$ cat src/rtl/synth_audio_pkg.sv
// Audio constants shared by the synthesizer core and the I2S transmitter.
package synth_audio_pkg;

  localparam int AUDIO_W                = 16;
  localparam int I2S_SLOTS_PER_CH       = 32;
  localparam int I2S_SCLK_PER_MCLK_LOG2 = 3;

  typedef logic [AUDIO_W-1:0] sample_t;

endpackage

$ cat src/rtl/i2s_stream_tx_if.sv
// Sample stream feeding the I2S transmitter (mixer / RAM playback -> DAC path).
// Handshake: a word moves on each rising clk with s_valid && s_ready; the source
// holds s_data while s_valid is high and s_ready low; s_ready never looks at s_valid.
interface i2s_stream_tx_if
  import synth_audio_pkg::*;
#(
  parameter int DATA_W = AUDIO_W
);

  logic [DATA_W-1:0] s_data;
  logic              s_valid;
  logic              s_ready;

  modport master (output s_data, output s_valid, input  s_ready);
  modport slave  (input  s_data, input  s_valid, output s_ready);

endinterface

$ cat src/rtl/sample_fifo.sv
// Small synchronous FIFO; rd_data_o is the stored head word, meaningful while !empty_o.
module sample_fifo #(
  parameter int DATA_W = 16,
  parameter int DEPTH  = 4
) (
  input  logic                     clk,
  input  logic                     rst_n,
  input  logic                     push_i,
  input  logic                     pop_i,
  input  logic [DATA_W-1:0]        wr_data_i,
  output logic [DATA_W-1:0]        rd_data_o,
  output logic                     full_o,
  output logic                     empty_o,
  output logic [$clog2(DEPTH):0]   level_o
);

  localparam int AW = $clog2(DEPTH);
  localparam logic [AW:0] FULL_LVL = (AW+1)'(DEPTH);

  logic [DATA_W-1:0] mem_q [DEPTH];
  logic [AW-1:0]     wr_ptr_q, wr_ptr_d;
  logic [AW-1:0]     rd_ptr_q, rd_ptr_d;
  logic [AW:0]       level_q, level_d;
  logic              do_push, do_pop;

  assign full_o    = (level_q == FULL_LVL);
  assign empty_o   = (level_q == '0);
  assign level_o   = level_q;
  assign rd_data_o = mem_q[rd_ptr_q];

  // Overflow and underflow requests are ignored rather than corrupting pointers.
  assign do_push = push_i && !full_o;
  assign do_pop  = pop_i && !empty_o;

  always_comb begin
    wr_ptr_d = wr_ptr_q;
    rd_ptr_d = rd_ptr_q;
    level_d  = level_q;
    if (do_push) wr_ptr_d = wr_ptr_q + AW'(1);
    if (do_pop)  rd_ptr_d = rd_ptr_q + AW'(1);
    case ({do_push, do_pop})
      2'b10:   level_d = level_q + (AW+1)'(1);
      2'b01:   level_d = level_q - (AW+1)'(1);
      default: level_d = level_q;
    endcase
  end

  always_ff @(posedge clk or negedge rst_n) begin
    if (!rst_n) begin
      wr_ptr_q <= '0;
      rd_ptr_q <= '0;
      level_q  <= '0;
    end else begin
      wr_ptr_q <= wr_ptr_d;
      rd_ptr_q <= rd_ptr_d;
      level_q  <= level_d;
    end
  end

  always_ff @(posedge clk) begin
    if (do_push) mem_q[wr_ptr_q] <= wr_data_i;
  end

endmodule

$ cat src/rtl/i2s_stream_tx.sv
// Buffered I2S transmitter for the CS4344 PmodI2S: queues mono samples and plays
// each one on both channels, one sample per LRCK frame, MSB first.
module i2s_stream_tx
  import synth_audio_pkg::*;
#(
  parameter int DATA_W        = AUDIO_W,
  parameter int FIFO_DEPTH    = 4,
  parameter int MCLK_DIV_LOG2 = 2
) (
  input  logic                          clk,
  input  logic                          rst_n,
  i2s_stream_tx_if.slave                s,
  input  logic                          mute,
  output logic [$clog2(FIFO_DEPTH):0]   fifo_level,
  output logic                          underrun,
  output logic                          mclk,
  output logic                          lrck,
  output logic                          sclk,
  output logic                          sdout
);

  localparam int SLOT_LSB = MCLK_DIV_LOG2 + I2S_SCLK_PER_MCLK_LOG2;
  localparam int PW       = $clog2(I2S_SLOTS_PER_CH);
  localparam int W        = SLOT_LSB + PW + 1;
  localparam logic [PW-1:0] LAST_P = PW'(DATA_W);

  logic [W-1:0]      cnt_q, cnt_d;
  logic [DATA_W-1:0] held_q, held_d;
  logic [DATA_W-1:0] shifted;
  logic [PW-1:0]     p;
  logic              mclk_q, sclk_q, lrck_q, sdout_q, sdout_d;
  logic              load;
  logic              fifo_full, fifo_empty;
  logic [DATA_W-1:0] fifo_head;

  assign cnt_d = cnt_q + W'(1);
  assign load  = &cnt_q;
  assign p     = cnt_q[SLOT_LSB +: PW];

  sample_fifo #(
    .DATA_W (DATA_W),
    .DEPTH  (FIFO_DEPTH)
  ) u_fifo (
    .clk       (clk),
    .rst_n     (rst_n),
    .push_i    (s.s_valid && s.s_ready),
    .pop_i     (load),
    .wr_data_i (s.s_data),
    .rd_data_o (fifo_head),
    .full_o    (fifo_full),
    .empty_o   (fifo_empty),
    .level_o   (fifo_level)
  );

  assign s.s_ready = !fifo_full;
  assign underrun  = load && fifo_empty;

  // Mute zeroes the next frame whether or not a sample was available.
  always_comb begin
    held_d = held_q;
    if (load) begin
      if (mute)             held_d = '0;
      else if (!fifo_empty) held_d = fifo_head;
    end
  end

  // Slot p = 1..DATA_W carries held[DATA_W-p]; the one-bit I2S delay puts the MSB at p = 1.
  always_comb begin
    sdout_d = 1'b0;
    shifted = held_q << (p - PW'(1));
    if (p != '0 && p <= LAST_P) sdout_d = shifted[DATA_W-1];
  end

  // sdout follows the current slot, so it settles one cycle after each SCLK fall.
  always_ff @(posedge clk or negedge rst_n) begin
    if (!rst_n) begin
      cnt_q   <= '0;
      held_q  <= '0;
      mclk_q  <= 1'b0;
      sclk_q  <= 1'b0;
      lrck_q  <= 1'b0;
      sdout_q <= 1'b0;
    end else begin
      cnt_q   <= cnt_d;
      held_q  <= held_d;
      mclk_q  <= cnt_d[MCLK_DIV_LOG2-1];
      sclk_q  <= cnt_d[SLOT_LSB-1];
      lrck_q  <= cnt_d[W-1];
      sdout_q <= sdout_d;
    end
  end

  assign mclk  = mclk_q;
  assign sclk  = sclk_q;
  assign lrck  = lrck_q;
  assign sdout = sdout_q;

endmodule

$ cat src/flat_wrapper.sv
// flat-port wrapper written by rule: the top's interface ports become plain ports
module i2s_stream_tx_flat import synth_audio_pkg::*;
#(
  parameter int DATA_W        = AUDIO_W,
  parameter int FIFO_DEPTH    = 4,
  parameter int MCLK_DIV_LOG2 = 2
)
  (clk, rst_n, mute, fifo_level, underrun, mclk, lrck, sclk, sdout, s_s_data, s_s_valid, s_s_ready);
  i2s_stream_tx_if #(.DATA_W(DATA_W)) s_i ();
  input  logic clk;
  input  logic rst_n;
  input  logic mute;
  output logic [$clog2(FIFO_DEPTH):0] fifo_level;
  output logic underrun;
  output logic mclk;
  output logic lrck;
  output logic sclk;
  output logic sdout;
  input wire logic [$bits(s_i.s_data)-1:0] s_s_data;
  input wire logic [$bits(s_i.s_valid)-1:0] s_s_valid;
  output wire logic [$bits(s_i.s_ready)-1:0] s_s_ready;
  assign s_i.s_data = s_s_data;
  assign s_i.s_valid = s_s_valid;
  assign s_s_ready = s_i.s_ready;
  i2s_stream_tx #(.DATA_W(DATA_W), .FIFO_DEPTH(FIFO_DEPTH), .MCLK_DIV_LOG2(MCLK_DIV_LOG2)) u_core (.clk(clk), .rst_n(rst_n), .s(s_i), .mute(mute), .fifo_level(fifo_level), .underrun(underrun), .mclk(mclk), .lrck(lrck), .sclk(sclk), .sdout(sdout));
endmodule
$ cat config.mk
export PLATFORM = sky130hd
export DESIGN_NAME = i2s_stream_tx_flat
export DESIGN_NICKNAME = d
export VERILOG_FILES = /design/src/rtl/synth_audio_pkg.sv /design/src/rtl/i2s_stream_tx_if.sv /design/src/rtl/sample_fifo.sv /design/src/rtl/i2s_stream_tx.sv /design/src/flat_wrapper.sv
export SDC_FILE = /design/constraint.sdc
export NUM_CORES = 1
export LEC_CHECK = 0
export CORE_MARGIN = 10
export CORE_UTILIZATION = 45
export DETAILED_ROUTE_END_ITERATION = 10
export GPL_ROUTABILITY_DRIVEN = 0
export GPL_TIMING_DRIVEN = 0
export MAX_ROUTING_LAYER = met4
export PLACE_DENSITY = 0.69
export RECOVER_POWER = 25
export SLEW_MARGIN = 20
export SYNTH_ARGS = -nofsm -noshare
export SYNTH_HDL_FRONTEND = slang
export SYNTH_HIERARCHICAL = 1
export SYNTH_SLANG_ARGS = --single-unit
export TNS_END_PERCENT = 1
$ cat constraint.sdc
create_clock -name clk -period 3.9 [get_ports clk]
set_clock_uncertainty 0.2 [all_clocks]
set_input_delay 0.585 -clock clk [delete_from_list [all_inputs] [get_ports clk]]
set_output_delay 0.585 -clock clk [all_outputs]
set_load 0.01 [all_outputs]
# Word-level counts from Yosys, hierarchy flattened
# Memory sizes are Yosys's and may differ from the RTL's.
# Index checks and enable logic that the tools add are counted.
[word_totals] regBits=38 latchBits=0 ram_bits=64 romBits=0 input_bits=20 out_inout_bits=9 word_cells=40 memories=1
[memory_table] name="u_core.u_fifo.mem_q" depth=4 word_bits=16 rd=1 rd_clocked_by_memory_dff=0 wr=1 line_no="sample_fifo.sv:20" source="logic [DATA_W-1:0] mem_q [DEPTH];"
[op_classes] addsub=6 mul=0 n_div=0 n_lt_le_gt_ge=1 eq_ne=4 shifts=1 n_mux=6 bitwise=0 reduce_logical=12
[ops] operator="$mux W16" count=2
[ops] operator="$shl A16 B5 Y16" count=1
[ops] operator="$reduce_and A12 Y1" count=1
[ops] operator="$add A11 B1 Y11 const B" count=1
[ops] operator="$reduce_and A11 Y1" count=1
[ops] operator="$pmux W3 S2" count=1
[ops] operator="$le A5 B5 Y1 const B" count=1
[ops] operator="$logic_and A1 B1 Y1" count=5
[ops] operator="$reduce_bool A5 Y1" count=1
[ops] operator="$sub A5 B1 Y5 const B" count=1
[ops] operator="$add A2 B1 Y2 const B" count=2
[ops] operator="$add A3 B1 Y3 const B" count=1
[ops] operator="$eq A3 B3 Y1 const B" count=1
[ops] operator="$logic_not A3 Y1" count=1
[ops] operator="$mux W1" count=3
[ops] operator="$sub A3 B1 Y3 const B" count=1
[ops] operator="$eq A2 B1 Y1 const B" count=1
[ops] operator="$eq A2 B2 Y1 const B" count=1
[ops] operator="$logic_not A1 Y1" count=2
[ops] operator="$ne A2 B2 Y1 const B" count=1
[ops] operator="$reduce_bool A2 Y1" count=1

# Depth between registers and ports, before layout
# Gate-level depths: netlist of the first run.
[depth] ltp_word=6 mapped_depth=10 ltp_nobuf=10

# Hierarchy
# The synthesis of the first run kept the hierarchy.
[modules_own_cells] module="sample_fifo" instances=1 cells_each=121 area_per_inst_um2=2775.2 seq_area_each_um2=2097.0
[modules_own_cells] module="i2s_stream_tx" instances=1 cells_each=124 area_per_inst_um2=1539.0 seq_area_each_um2=700.7

# Worst setup path after synthesis of the first run
# No wires, ideal clock.
[synth_timing] path_type="register -> register" start="register u_core.cnt_q[5]" end="register u_core.u_fifo.level_q[2] (netlist: u_core/u_fifo/level_o[2])" setup_ns=0.079 arrival_ns=2.185 t_required_ns=3.621 path_slack_ns=1.436 stages_incl_launch_ff=11 path_buffers=1 synth_period_minus_slack_ns=2.464 cell_sequence="dfrtp_1 clkbuf_1 nand4_1 nor2_1 o31a_1 ha_1 inv_1 fa_1 xor2_1 nor2_1 xor2_1"
[synth_via] elab_chain_cells=4 elab_cells_between_ends=6 cone_classes="2 x eq/ne; 1 x mux; 3 x reduce/logical"
[synth_lines] element="from (decl)" line_no="i2s_stream_tx.sv:27" source="logic [W-1:0] cnt_q, cnt_d;"
[synth_lines] element="from (signal assigned)" line_no="i2s_stream_tx.sv:84" source="cnt_q <= cnt_d;"
[synth_lines] element="$reduce_and A11 Y1 (*)" line_no="i2s_stream_tx.sv:37" source="assign load = &cnt_q;"
[synth_lines] element="named net u_core.load" line_no="i2s_stream_tx.sv:32" source="logic load;"
[synth_lines] element="$logic_and A1 B1 Y1 (*)" line_no="sample_fifo.sv:33" source="assign do_pop = pop_i && !empty_o;"
[synth_lines] element="named net u_core.u_fifo.do_pop" line_no="sample_fifo.sv:24" source="logic do_push, do_pop;"
[synth_lines] element="$eq A2 B1 Y1 or $eq A2 B2 Y1 (tied branches)" line_no="sample_fifo.sv:41" source="case ({do_push, do_pop})"
[synth_lines] element="$pmux W3 S2 or $reduce_bool A2 Y1 (tied branches)"
[synth_lines] element="to (signal assigned)" line_no="sample_fifo.sv:56" source="level_q <= level_d;"
[synth_lines] element="to (decl)" line_no="sample_fifo.sv:23" source="logic [AW:0] level_q, level_d;"
# The timed path passes the listed nets; every way through them passes the cells marked *.
# A chain may end at the register's enable or synchronous reset.

# Final worst setup path of the first run
[layout_timing] start="register u_core.cnt_q[5]" end="output underrun"
[layout_via] elab_chain_cells=2
[layout_lines] element="$reduce_and A11 Y1" line_no="i2s_stream_tx.sv:37"
[layout_lines] element="named net u_core.load" line_no="i2s_stream_tx.sv:32"
[layout_lines] element="$logic_and A1 B1 Y1" line_no="i2s_stream_tx.sv:56" source="assign underrun = load && fifo_empty;"
[layout_lines] element="to (decl)" line_no="flat_wrapper.sv:14" source="output logic underrun;"
# The timed path passes the listed nets, and every way through them passes these cells.

==> impl_metrics.py, run 1 <==
metrics = {
    "synth": {
        "synth.cell_area_sq_um": 4310,
        "synth_top_area_share_pct": 44.5,
        "synth_seq_cells": 99,
        "synth-async-reset-ratio_pct": 35.4,
        "yosysMostFrequentCell": "edfxtp_1",
        "netlist_top_cells_count": "64 x edfxtp_1, 35 x dfrtp_1, 12 x inv_1",
        "synth_edf_count": 64,
        "syn_nets": 274,
        "synth_cells": 245,
        "synth_area_per_cell_sq_um": 17.6,
        "synth.largest_area_cell": "edfxtp_1",
        "synth.distinct_cells": 37,
        "synth_area_leaders": "edfxtp_1 45%, dfrtp_1 20%, mux4_2 5.2%, mux4_1 4.9%, mux2_4 3.5%",
        "yosys_warnings": 6,
        "ys_seq_area_share_pct": 64.8,
        "synthFlopType": "edfxtp_1",
    },
    "grt": {
        "grt_pass1_wl_um": 12100,
        "grt_pass1_vias": 2295,
        "antenna_found_initial": 0,
        "grt_usage_pct": 11.3,
        "grt_overflow_total": 0,
        "grt_max_degree": 28,
    },
    "clock_network": {
        "tritoncts": "yes",
        "clk_latency_ps": 360,
        "root_buffer": "clkbuf_8",
        "cts_inserted_buffers": 9,
        "htreeDepth": 3,
        "cts_setup_buffers": 0,
        "clkSlewWorstSetupHoldPaths_ps": 100,
        "clock_path_buffers": 2,
        "cts_resized": 0,
        "ctsHoldBuffers": 1,
        "cts_sinks": 99,
    },
    "detailed_routing": {
        "ant_nets": 0,
        "wl_per_cell_um": 17.0,
        "num_vias": 2079,
        "first_pass_iters": 4,
        "drtIter0Drc": 107,
        "post-route-drc-count": 0,
        "drt_wl_total_um": 7150,
        "vias_per_cell": 4.95,
    },
    "die": {
        "core_sq_um": 9280,
        "ios": 29,
        "start_util_pct": 46.5,
        "die_h_um": 118,
        "fp.dieW_um": 118,
        "std_cell_rows": 35,
        "die_area_sq_um": 13900,
    },
    "layout": {
        "drive_gt1_share_pct": 20.3,
        "instances_no_fill": 420,
        "final_core_util_pct": 53.5,
        "antenna_cells": 0,
        "area_growth_syn_to_layout_pct": 15.2,
        "fin_nets": 315,
    },
    "timing": {
        "setup-violations-final": 0,
        "tightest_slew_ps": 930,
        "fin_crit_ps": 3150,
        "hold_viol_final": 0,
        "fin_crit_sh_pct": 80.7,
        "fin_setup_tns_ps": 0,
        "drv_slew": 0,
        "rsz0062_at_grt": "no",
        "max-slew-margin-rel_pct": 38.0,
        "max_freq_ghz": 0.318,
    },
    "critical_path": {
        "cp-end-kind": "primary output",
        "cp_max_fo": 10,
        "cp.required_ps": 3120,
        "critPathKind": "reg2out",
        "arrival_ps": 2360,
        "start_kind": "flip-flop",
    },
    "pwr": {
        "peakVddDrop_v": 0.000262,
        "power_density_nw_per_um2": 470,
        "p_leak_nw": 1.96,
        "fin_total_pwr_w": 0.00234,
    },
    "placed_design": {
        "post-dp-hpwl_um": 4860,
        "numPortBuffers": 28,
        "dp_cells": 403,
    },
    "flow_run": {
        "cap_violations": 0,
    },
    "status": {
        "outcome": "finished clean",
    },
    "worst_hold_path": {
        "hp-class": "reg2reg",
    },
}
==> layout make-up <==
type | instances | area [sq um]
plain buffers | 11 | 103
clock buffers | 9 | 124
clock inverters | 7 | 67.6
fillers | 772 | 4310
inverters | 12 | 45.0
multi-input cells | 123 | 1370
flip-flops and latches | 99 | 2800
well taps | 129 | 161
repair buffers | 30 | 304
==> worst paths after layout <==
| path | slack [ps] | cells past startpoint | from | to |
|---|---|---|---|---|
| setup reg to reg | 940 | 10 | u_core/cnt_q[5] | u_core/u_fifo/level_o[2] |
| setup / recovery | 750 | 5 | u_core/cnt_q[5] | underrun |
| hold reg to reg | 310 | 1 | u_core/cnt_q[10] | u_core/cnt_q[10] |
| min in group asynchronous | 520 | 2 | rst_n | u_core/cnt_q[4] |
| hold / removal | 310 | 1 | u_core/cnt_q[10] | u_core/cnt_q[10] |
| max in group asynchronous | 2420 | 3 | rst_n | u_core/held_q[15] |
==> registers in the layout (all words and copies together), names as in the netlist <==
signal and flops:
u_core/u_fifo/mem_q 64, u_core/held_q 16, u_core/u_fifo/wr_ptr_q 2, u_core/cnt_q 11, u_core/u_fifo/level_o 3, u_core/sdout 1
u_core/u_fifo/rd_ptr_q 2
==> report_power, final <==
group          switching, W  internal, W  total (W)
registers         0.0000599      0.00130    0.00136
logic              0.000198     0.000154   0.000351
clock network      0.000376     0.000249   0.000625
==> worst max-delay path, cell delays in order (launching register included) <==
cell and delay (ps):
dfrtp_1 480, clkbuf_1 410, nand4_1 250, nor2_1 180, and2_1 150, clkdlybuf4s50_1 540
==> logic make-up (layout without fill, tap and decap cells) <==
group	count (synthesis)	in the layout	share of synthesized area, %
mux	41	41	16.9
fa+ha+maj	9	9	2.78
simple gates	50	50	7.54
xor+xnor	18	18	3.65
compound gates	5	5	0.870
buf+inv	23	69	3.42
flops	99	99	64.8
==> cells in the final DEF, fill, tap and decap left out, types with 4 or more instances in the layout <==
master	instances
clkdlybuf4s50_1	17
mux4_2	10
and2b_1	10
clkbuf_8	10
ha_1	8
mux2_4	10
and2_1	5
inv_1	12
xnor2_1	10
nand3_1	6
dfrtp_1	35
nor2b_1	7
dlygate4sd3_1	11
edfxtp_1	64
mux2_2	10
xor2_1	8
nor3_1	4
nor2_1	5
mux4_1	8
==> layer usage <==
layer  up-vias  GRT usage [%]  wire, um
li1        989              -         -
met1      1057           13.0      3190
met2        28           18.4      3700
met3         5           3.12       200
met4         0           4.17        61
met5         -              -         0
==> stage by stage <==
| step | cell area [sq um] | setup WS [ps] | hold slack (ps) |
|---|---|---|---|
| 6_report | 4970 | 752 | 310 |
| 5_1_grt | 4970 | 558 | 322 |
| 4_1_cts | 4970 | 692 | 311 |
| 3_5_place_dp | 4770 | 926 | 267 |
| 3_3_place_gp | 4760 | 1010 | 280 |
| 2_1_floorplan | 4310 | 1440 | 89.4 |
(Power assumes the default switching activity.)
==> run 2: changes to the inputs <==
PLACE_DENSITY = 0.71   (was 0.69)
clock period = 2.8 ns   (was 3.9 ns; I/O delays follow)
==> run 2 against run 1 <==
Against the previous run: utilization grew 0.19 points; sequential share of layout area fell by 0.12 points; die area unchanged; critical path depth stayed put; cell count increased by 0.24%; first-iteration DRC count up 21%; hold slack worse by 6.0 ps; wire length shrank 1.1%; register-to-register slack worse by 620 ps; largest cell class unchanged; largest power group unchanged.
==> impl_metrics.py, run 2 (synthesis gave the netlist of run 1 again) <==
metrics = {
    "die": {
        "fp.dieW_um": 118,
        "core_sq_um": 9280,
        "die_area_sq_um": 13900,
        "die_h_um": 118,
        "start_util_pct": 46.5,
        "ios": 29,
        "std_cell_rows": 35,
    },
    "layout": {
        "area_growth_syn_to_layout_pct": 15.6,
        "instances_no_fill": 421,
        "reg_top3": "u_core/u_fifo/mem_q (64), u_core/held_q (16), u_core/cnt_q (11)",
        "largest-register": "u_core/u_fifo/mem_q",
        "drive_gt1_share_pct": 22.3,
        "final_core_util_pct": 53.7,
        "fin_nets": 316,
        "final_common_cell": "edfxtp_1",
        "largest_reg_flops": 64,
        "multi_input_area_sq_um": 1370,
        "filler_cell_count": 783,
        "seqCellArea_sq_um": 2800,
        "antenna_cells": 0,
        "postLayoutCellArea_sq_um": 4990,
        "final_cell_mix": "64 x edfxtp_1, 32 x dfrtp_1, 14 x dlygate4sd3_1, 14 x clkdlybuf4s50_1, 12 x inv_1",
    },
    "critical_path": {
        "worstPathCellList": "and3_4 -> nand4_1 -> nor2_2 -> and2_1 -> clkdlybuf4s50_1",
        "critPathKind": "reg2out",
        "cp_max_fo": 4,
        "slowest_stage": "clkdlybuf4s50_1",
        "start_kind": "flip-flop",
        "max_stage_delay_ps": 540,
        "arrival_ps": 2040,
        "cp-end-kind": "primary output",
        "cp.required_ps": 2180,
    },
    "timing": {
        "rsz0062_at_grt": "no",
        "drv_slew": 0,
        "fin_crit_sh_pct": 95.1,
        "setup_slack_ps": 137,
        "hold_viol_final": 0,
        "tightest_slew_ps": 965,
        "setup-violations-final": 0,
        "max_freq_ghz": 0.375,
        "max-slew-margin-rel_pct": 35.7,
        "fin_crit_ps": 2660,
    },
    "clock_network": {
        "clkSlewWorstSetupHoldPaths_ps": 100,
        "htreeDepth": 3,
        "cts_inserted_buffers": 9,
        "cts_sinks": 99,
        "root_buffer": "clkbuf_8",
        "tritoncts": "yes",
        "clk_latency_ps": 360,
        "clock_path_buffers": 2,
    },
    "pwr": {
        "p_leak_nw": 1.96,
        "power_density_nw_per_um2": 647,
        "peakVddDrop_v": 0.000342,
    },
    "flow_run": {
        "cap_violations": 0,
    },
    "detailed_routing": {
        "drtIter0Drc": 130,
        "vias_per_cell": 5.01,
        "wl_per_cell_um": 16.8,
        "drt_wl_total_um": 7070,
        "post-route-drc-count": 0,
        "first_pass_iters": 4,
        "num_vias": 2111,
        "ant_nets": 0,
    },
    "grt": {
        "grt_pass1_wl_um": 11700,
        "grt_max_degree": 28,
        "grt_usage_pct": 10.9,
        "grt_pass1_vias": 2205,
        "grt_overflow_total": 0,
        "antenna_found_initial": 0,
    },
    "status": {
        "outcome": "finished clean",
    },
    "placed_design": {
        "post-dp-hpwl_um": 4720,
        "numPortBuffers": 28,
        "pre_cts_slack_ps": -89.0,
        "dp_cells": 403,
        "dpl_cell_area_sq_um": 4770,
    },
    "worst_hold_path": {
        "hp-class": "reg2reg",
    },
}
[run 2: cell types whose count changed in the layout (fill, tap and decap cells not counted), sizes merged]
cell and change:
clkbuf +1, dlygate4sd3 +3, clkinv +1, inv -3, clkdlybuf4s50 -3, clkinvlp +1, buf +1
[run 2: critical path, delay by kind of cell (launching register included)]
kind | cells | cell delay (ps)
simple gates | 4 | 730
buf+inv | 1 | 540
flops | 1 | 420
[run 2: what timing repair did]
item / in CTS / in global routing
buffers inserted: 0 / 1
hold buffers: 1 / 0
resized for setup: 3 / 5
setup endpoints to repair: 2 / 2
pin swaps: 0 / 2
endpoints found under the hold margin: 35 / 0
[run 2: layout make-up]
type	instances	share of cell area, %
Clock buffer	10	2.56
Clock inverter	6	1.23
Multi-Input combinational cell	123	27.5
Timing Repair Buffer	31	6.25
Sequential cell	99	56.2
Buffer	11	2.13
Tap cell	129	3.24
Inverter	12	0.903
[run 2: report_power, final]
part | total (W) | switching, W | internal [W]
combinational | 0.000490 | 0.000279 | 0.000211
clock | 0.000847 | 0.000505 | 0.000341
sequential | 0.00189 | 0.0000796 | 0.00181
[run 2: per-layer routing]
layer	GRT usage [%]	wire [um]	up-vias
li1	-	-	993
met2	16.7	3480	30
met3	3.36	198	6
met5	-	0	-
met1	13.6	3320	1082
met4	3.01	78	0
[run 2: through the flow]
step	setup TNS, ps	hold slack, ps	power [W]
2_1_floorplan	0	-75.6	0.00220
3_3_place_gp	-80.6	281	0.00240
3_5_place_dp	-89.0	100	0.00243
4_1_cts	0	237	0.00327
5_1_grt	0	334	0.00341
6_report	0	304	0.00323
[run 2: worst paths after layout]
path	slack, ps	end	depth (start not counted)	from
hold reg to reg	300	u_core/cnt_q[3]	1	u_core/cnt_q[3]
max in group asynchronous	1490	u_core/cnt_q[5]	3	rst_n
setup reg to reg	320	u_core/u_fifo/level_o[2]	10	u_core/cnt_q[2]
hold / removal	300	u_core/cnt_q[3]	1	u_core/cnt_q[3]
min in group asynchronous	350	u_core/cnt_q[4]	2	rst_n
setup / recovery	140	underrun	5	u_core/cnt_q[2]
